[src/rtl/ringuart_tx_if.sv]
// Bus-side register interface of the buffered UART transmitter:
// a status read port and a byte write port with a wait stall.
interface ringuart_tx_if;
    logic        reg_state_re;
    logic [31:0] reg_state_do;
    logic        reg_state_wait;
    logic        reg_dat_we;
    logic [31:0] reg_dat_di;
    logic        reg_dat_wait;

    modport master (
        output reg_state_re, reg_dat_we, reg_dat_di,
        input  reg_state_do, reg_state_wait, reg_dat_wait
    );

    modport slave (
        input  reg_state_re, reg_dat_we, reg_dat_di,
        output reg_state_do, reg_state_wait, reg_dat_wait
    );
endinterface

[src/rtl/ringuart_tx.sv]
// Buffered 8N1 UART transmitter: CPU byte writes are queued in a ring and
// shifted out LSB first. A full ring stalls the writer instead of dropping bytes.
module ringuart_tx #(
    parameter int UART_CLK     = 12000000,
    parameter int BAUD_RATE    = 115200,
    parameter int RING_SIZE_TX = 2
) (
    input  logic         clk,
    input  logic         resetn,
    output logic         ser_tx,
    ringuart_tx_if.slave bus
);
    localparam int UART_DIV = UART_CLK / BAUD_RATE;
    localparam int DEPTH    = 2 ** RING_SIZE_TX;
    localparam int CW       = $clog2(UART_DIV);
    localparam logic [CW-1:0]         BAUD_LAST = CW'(UART_DIV - 1);
    localparam logic [RING_SIZE_TX:0] FULL_CNT  = {1'b1, {RING_SIZE_TX{1'b0}}};

    typedef enum logic [1:0] {S_IDLE, S_START, S_DATA, S_STOP} state_t;

    state_t                state;
    logic [RING_SIZE_TX:0] head;
    logic [RING_SIZE_TX:0] tail;
    logic [RING_SIZE_TX:0] count;
    logic [CW-1:0]         baud_cnt;
    logic [2:0]            bit_idx;
    logic [7:0]            shift;
    logic [7:0]            ring [DEPTH];
    logic                  empty;
    logic                  full;
    logic                  busy;
    logic                  baud_end;
    logic                  push;
    logic                  pop;
    logic                  unused_bus;

    assign count    = tail - head;
    assign empty    = (count == '0);
    assign full     = (count == FULL_CNT);
    assign busy     = (state != S_IDLE) || !empty;
    assign baud_end = (baud_cnt == BAUD_LAST);

    // Full is taken from the current count, so a same-cycle pop never admits a stalled write.
    assign push = bus.reg_dat_we && !full;
    assign pop  = !empty && ((state == S_IDLE) || (state == S_STOP && baud_end));

    assign bus.reg_dat_wait   = bus.reg_dat_we && full;
    assign bus.reg_state_wait = 1'b0;
    assign bus.reg_state_do   = {8'(count), 8'(tail[RING_SIZE_TX-1:0]),
                                 8'(head[RING_SIZE_TX-1:0]), 5'b0, empty, full, busy};

    assign unused_bus = &{1'b0, bus.reg_state_re, bus.reg_dat_di[31:8]};

    // Ring storage is deliberately left out of reset; only the pointers matter.
    always_ff @(posedge clk) begin
        if (push)
            ring[tail[RING_SIZE_TX-1:0]] <= bus.reg_dat_di[7:0];
    end

    always_ff @(posedge clk or negedge resetn) begin
        if (!resetn) begin
            state    <= S_IDLE;
            head     <= '0;
            tail     <= '0;
            baud_cnt <= '0;
            bit_idx  <= '0;
            shift    <= '0;
            ser_tx   <= 1'b1;
        end else begin
            if (push)
                tail <= tail + 1'b1;

            if (pop) begin
                head     <= head + 1'b1;
                shift    <= ring[head[RING_SIZE_TX-1:0]];
                baud_cnt <= '0;
                state    <= S_START;
            end else begin
                case (state)
                    S_IDLE: baud_cnt <= '0;
                    S_START: begin
                        if (baud_end) begin
                            baud_cnt <= '0;
                            bit_idx  <= '0;
                            state    <= S_DATA;
                        end else begin
                            baud_cnt <= baud_cnt + 1'b1;
                        end
                    end
                    S_DATA: begin
                        if (baud_end) begin
                            baud_cnt <= '0;
                            shift    <= shift >> 1;
                            if (bit_idx == 3'd7)
                                state <= S_STOP;
                            else
                                bit_idx <= bit_idx + 1'b1;
                        end else begin
                            baud_cnt <= baud_cnt + 1'b1;
                        end
                    end
                    S_STOP: begin
                        if (baud_end) begin
                            baud_cnt <= '0;
                            state    <= S_IDLE;
                        end else begin
                            baud_cnt <= baud_cnt + 1'b1;
                        end
                    end
                    default: state <= S_IDLE;
                endcase
            end

            // Line level follows the state one cycle later, so each bit keeps full width.
            case (state)
                S_START: ser_tx <= 1'b0;
                S_DATA:  ser_tx <= shift[0];
                default: ser_tx <= 1'b1;
            endcase
        end
    end
endmodule

[src/flat_wrapper.sv]
// flat-port wrapper written by rule: the top's interface ports become plain ports
module ringuart_tx_flat 
#(
    parameter int UART_CLK     = 12000000,
    parameter int BAUD_RATE    = 115200,
    parameter int RING_SIZE_TX = 2
)
  (clk, resetn, ser_tx, bus_reg_state_re, bus_reg_dat_we, bus_reg_dat_di, bus_reg_state_do, bus_reg_state_wait, bus_reg_dat_wait);
  ringuart_tx_if bus_i ();
  input  logic clk;
  input  logic resetn;
  output logic ser_tx;
  input wire logic [$bits(bus_i.reg_state_re)-1:0] bus_reg_state_re;
  input wire logic [$bits(bus_i.reg_dat_we)-1:0] bus_reg_dat_we;
  input wire logic [$bits(bus_i.reg_dat_di)-1:0] bus_reg_dat_di;
  output wire logic [$bits(bus_i.reg_state_do)-1:0] bus_reg_state_do;
  output wire logic [$bits(bus_i.reg_state_wait)-1:0] bus_reg_state_wait;
  output wire logic [$bits(bus_i.reg_dat_wait)-1:0] bus_reg_dat_wait;
  assign bus_i.reg_state_re = bus_reg_state_re;
  assign bus_i.reg_dat_we = bus_reg_dat_we;
  assign bus_i.reg_dat_di = bus_reg_dat_di;
  assign bus_reg_state_do = bus_i.reg_state_do;
  assign bus_reg_state_wait = bus_i.reg_state_wait;
  assign bus_reg_dat_wait = bus_i.reg_dat_wait;
  ringuart_tx #(.UART_CLK(UART_CLK), .BAUD_RATE(BAUD_RATE), .RING_SIZE_TX(RING_SIZE_TX)) u_core (.clk(clk), .resetn(resetn), .ser_tx(ser_tx), .bus(bus_i));
endmodule
[config.mk]
export PLATFORM = sky130hd
export DESIGN_NAME = ringuart_tx_flat
export DESIGN_NICKNAME = d
export VERILOG_FILES = /design/src/rtl/ringuart_tx_if.sv /design/src/rtl/ringuart_tx.sv /design/src/flat_wrapper.sv
export SDC_FILE = /design/constraint.sdc
export NUM_CORES = 1
export LEC_CHECK = 0
export ABC_AREA = 0
export CAP_MARGIN = 20
export CORE_UTILIZATION = 32
export DETAILED_ROUTE_END_ITERATION = 6
export DONT_BUFFER_PORTS = 1
export HOLD_SLACK_MARGIN = 0.06
export PLACE_DENSITY = 0.47
export SLEW_MARGIN = 20
export SYNTH_ARGS = -nofsm -noshare
export SYNTH_HDL_FRONTEND = slang
export SYNTH_SLANG_ARGS = --single-unit
[constraint.sdc]
create_clock -name clk -period 4.44 [get_ports clk]
set_clock_uncertainty 0.05 [all_clocks]
set_input_delay 0.666 -clock clk [delete_from_list [all_inputs] [get_ports clk]]
set_output_delay 0.666 -clock clk [all_outputs]
set_load 0.01 [all_outputs]
# [Word-level counts from Yosys, hierarchy flattened]
# Memories as Yosys holds them, arrays and structs flattened.
# Index checks and enable logic that the tools add are counted.
[word_totals] ff_bits=27 latch_bits=0 ramBits=32 romBits=0 in_bits=36 out_inout_bits=35 word_cells=65 n_memories=1
[classes] add_sub_neg=5 multipliers=0 div_mod_pow=0 magnitude_cmp=0 n_eq_ne=13 shifts=0 muxes=19 bitwise_logic=1 n_reduce_logical=19
[mem_list] memory="u_core.ring" words=4 word_bits=8 read_ports=1 rd_ports_with_merged_regs=0 wr=1 line_no="ringuart_tx.sv:28" rtl="logic [7:0] ring [DEPTH];"
[op_table] cell="$mux 8" count=3
[op_table] cell="$mux 7" count=2
[op_table] cell="$pmux 7 s2" count=1
[op_table] cell="$ne 3x1->1 const B" count=4
[op_table] cell="$mux 2" count=5
[op_table] cell="$reduce_and 5->1" count=2
[op_table] cell="$add 3x1->3 const B" count=3
[op_table] cell="$mux 3" count=3
[op_table] cell="$reduce_bool 2->1" count=4
[op_table] cell="$add 7x1->7 const B" count=1
[op_table] cell="$eq 7x7->1 const B" count=1
[op_table] cell="$eq 3x3->1 const B" count=2
[op_table] cell="$pmux 2 s3" count=1
[op_table] cell="$pmux 3 s2" count=1
[op_table] cell="$eq 2x2->1 const B" count=2
[op_table] cell="$logic_and 1x1->1" count=4
[op_table] cell="$ne 2x1->1 const B" count=2
[op_table] cell="$reduce_bool 4->1" count=1
[op_table] cell="$logic_not 3->1" count=1
[op_table] cell="$reduce_or 3->1" count=1
[op_table] cell="$sub 3x3->3" count=1
[op_table] cell="$eq 2x1->1 const B" count=1
[op_table] cell="$logic_not 1->1" count=2
[op_table] cell="$logic_not 2->1" count=1
[op_table] cell="other kinds (6)" count=8

# [Logic depth before layout (Yosys ltp)]
[logic_depth] ltp_word=6 ltp_mapped=10 ltp_nobuf=9

# [Worst setup path after synthesis]
# Ideal clock, no wire load.
[synth_path] path_kind="reg2out" from="reg u_core.tail[0]" to="out bus_reg_state_do[0]" arrival_time_ns=1.659 t_required_ns=3.724 slack_ns=2.065 stages_incl_launch_ff=9 n_path_buf=1 cell_sequence="dfrtp_1 > inv_1 > ha_1 > fa_1 > xnor3_2 > nand3_4 > inv_6 > nand2_1 > buf_4"
[synth_between] elab_chain_cells=4
[synth_lines] item="start: declaration" line_no="ringuart_tx.sv:23" rtl="logic [RING_SIZE_TX:0] tail;"
[synth_lines] item="start signal: assignment" line_no="ringuart_tx.sv:71" rtl="tail <= tail + 1'b1;"
[synth_lines] item="$sub 3x3->3" line_no="ringuart_tx.sv:37" rtl="assign count = tail - head;"
[synth_lines] item="$logic_not 3->1" line_no="ringuart_tx.sv:38" rtl="assign empty = (count == '0);"
[synth_lines] item="net u_core.empty" line_no="ringuart_tx.sv:29" rtl="logic empty;"
[synth_lines] item="$logic_not 1->1" line_no="ringuart_tx.sv:40" rtl="assign busy = (state != S_IDLE) || !empty;"
[synth_lines] item="$logic_or 1x1->1" line_no="ringuart_tx.sv:40"
[synth_lines] item="end: declaration" line_no="flat_wrapper.sv:16" rtl="output wire logic [$bits(bus_i.reg_state_do)-1:0] bus_reg_state_do;"
# The timed path passes the listed nets, and every way through them passes these cells.

# [Worst setup path after layout]
[layout_path] from="reg u_core.tail[0]" to="out bus_reg_dat_wait"
[layout_between] elab_chain_cells=3
[layout_lines] item="$sub 3x3->3" line_no="ringuart_tx.sv:37"
[layout_lines] item="$eq 3x3->1" line_no="ringuart_tx.sv:39" rtl="assign full = (count == FULL_CNT);"
[layout_lines] item="net bus_reg_state_do[1]" line_no="flat_wrapper.sv:16"
[layout_lines] item="$logic_and 1x1->1" line_no="ringuart_tx.sv:47" rtl="assign bus.reg_dat_wait = bus.reg_dat_we && full;"
[layout_lines] item="end: declaration" line_no="flat_wrapper.sv:18" rtl="output wire logic [$bits(bus_i.reg_dat_wait)-1:0] bus_reg_dat_wait;"
# The timed path passes the listed nets, and every way through them passes these cells.

==> impl_metrics.ini <==
[outcome]
status = completed

[clocking]
clockBufferDepth = 2
cts_setup_buffers = 0
cts_root_buf = clkbuf_8
cts.clk_slew.worst_paths_ns = 0.08
numCtsBuffers = 9
cts_tree = built
clock-sinks = 59
clk_latency_ns = 0.33
htree_levels = 3
ctsResizeCount = 0

[synth]
syn_avg_cell_area_um2 = 13.2
synth.cell_area_um2 = 3020
yosys.area.top_type = edfxtp_1
synth_area_leaders = edfxtp_1 (32%), dfrtp_1 (22%), buf_4 (7.7%)
yosysWarnings = 0
netlist_instances = 228
synthFlopType = edfxtp_1
seq_area_frac_synth = 0.542
yosysTopAreaCellShare = 0.318
synth_cell_types = 45
yosys.cell_count.top_type = edfxtp_1
synth-seq-cells = 59
synth_common_cells = edfxtp_1 (32), buf_4 (31), dfrtp_1 (26)
synth-edff-count = 32
async_flop_share = 0.458

[route]
vias = 1535
drt-pass1-iter-count = 5
routed_via_density = 4.48
wl_mm = 4.91
drtAntennaViolNets = 0
drc = 0
wl_per_cell_um = 14.3
drt-initial-drc-count = 28

[setup_path]
cp_max_fo = 4
r2r_slack_ns = 1.57
crit_arrival_ns = 2.30
cp-end-kind = primary output
worst_setup_path_start_kind = flip-flop
startpoint = u_core.tail[0]
r2r_end = u_core.ring[3][4]
cp_data_required_time_ns = 3.72
reg2regPathDepth = 7
critical_path_class = reg -> out
timing.rr.start = u_core.tail[0]

[floorplan]
die_h_um = 99.1
initial_utilization = 0.328
ios = 71
core_um2 = 9200
dieArea_um2 = 9830
die_w_um = 99.1
rows = 35

[finish]
layoutNonFillerInstCount = 343
fin_area_um2 = 3190
area_growth_pct = 5.68
nNetsFinal = 280
seqCellArea_um2 = 1640
multi_input_area_um2 = 1150
drive_gt1_frac = 0.155
fill_cells = 923
antennaDiodeCount = 0

[sta]
finalCritPeriodShare = 0.679
setup_violations = 0
fin_ws_ns = 1.43
slew_violations = 0
fmax_mhz = 332
hold_viol = 0
grt_setup_unrepaired = no
finalSetupTns_ns = 0
slew-limit-headroom = 0.567
tightest_slew_ns = 0.650
period_needed_ns = 3.01

[global_routing]
grt_usage = 0.112
antenna_found_initial = 0
grt_overflow = 0
grt_max_degree = 27
grt_pass1_vias = 1548
grt_pass1_wl_mm = 8.11

[placement]
pre_cts_ws_ns = 1.49
place_hpwl_mm = 3.26
dp.cells = 326
port_buffers = 0
dpl_cell_area_um2 = 2990
place.gp.congestion = 0.718

[run]
drv_cap = 0

[min_path]
hold_path_class = in -> async

[pwr]
peakVddDrop_mv = 0.271
power.leakage_nw = 1.27
p_per_area_nw_per_um2 = 680
==> timing repair <==
| action | 4_1_cts | 5_1_grt |
|---|---|---|
| hold buffers | 1 | 0 |
| setup endpoints to repair | 0 | 0 |
| endpoints found under the hold margin | 26 | 0 |
==> worst max path at each step <==
stage,to,slack [ns],cells after the start
2_1_floorplan,bus_reg_state_do[0],2.07,8
3_3_place_gp,u_core.ring[3][4],1.54,7
3_5_place_dp,u_core.ring[3][4],1.49,5
4_1_cts,bus_reg_dat_wait,1.37,6
5_1_grt,bus_reg_dat_wait,1.26,6
6_report,bus_reg_dat_wait,1.43,6
==> layout by cell type (no fill, tap or decap), types with 2 or more instances in the layout <==
cell type and instances:
edfxtp_1 32, dfrtp_1 26, conb_1 23, ha_1 16, nand2_1 15, nor2_1 13, inv_1 11, mux2i_1 9
clkbuf_8 9, mux4_2 8, o21ai_1 7, xor2_1 5, and2_1 5, o21ai_0 5, inv_6 4, xnor2_1 4
nand3_1 3, nor2b_1 3, and3_1 2, nor3_1 2, nand2b_1 2, a211oi_1 2, nor4_1 2
==> worst max-delay path: stages (launching register included) <==
cell	delay (ns)
dfrtp_1	0.45
inv_1	0.14
ha_1	0.21
fa_1	0.37
xnor3_2	0.28
nor2_1	0.28
and2_1	0.23
==> through the flow <==
| stage | utilization | power (mW) | hold WS (ns) |
|---|---|---|---|
| floorplan | - | 1.64 | 0.320 |
| global placement | 0.325 | 1.74 | 0.321 |
| detailed placement | 0.325 | 1.75 | 0.321 |
| CTS | 0.347 | 2.22 | 0.0786 |
| global route | 0.347 | 2.35 | 0.0706 |
| finish | 0.347 | 2.17 | 0.0906 |
==> cell type report <==
cell class,instances,area share
Sequential cell,59,0.513
Multi-Input combinational cell,143,0.362
Tap cell,111,0.0435
Clock buffer,9,0.0388
Clock inverter,7,0.0184
Inverter,12,0.0157
Timing Repair Buffer,2,0.00863
==> power by group <==
part | switching (mW) | leakage [nW] | internal [mW]
registers | 0.135 | 0.623 | 0.778
clock network | 0.237 | 0.0925 | 0.212
logic | 0.467 | 0.554 | 0.342
total | 0.839 | 1.27 | 1.33
==> per-layer routing <==
metal | vias to the layer above | GRT usage | share of wire
li1 | 743 | - | -
met1 | 750 | 0.128 | 0.43
met2 | 38 | 0.184 | 0.50
met3 | 4 | 0.0492 | 0.056
met4 | 0 | 0.0441 | 0.0092
met5 | - | 0 | 0
==> sequential cells by signal, indices dropped and copies added, names as in the netlist <==
signal,flops
u_core.shift,8
u_core.ser_tx,1
u_core.head,3
u_core.state,2
u_core.bit_idx,3
u_core.tail,3
u_core.ring,32
u_core.baud_cnt,7
==> cells by family (layout without fill, tap and decap cells) <==
group,after synthesis,count (layout),share of synthesized area
compound gates,23,23,0.0638
fa+ha+maj,17,17,0.0729
flops,59,59,0.542
simple gates,51,51,0.0858
mux,19,19,0.0970
xor+xnor,10,10,0.0340
buf+inv,48,30,0.103
other cells,1,23,0.00124
Note: power is estimated with default switching activity, not from simulation.
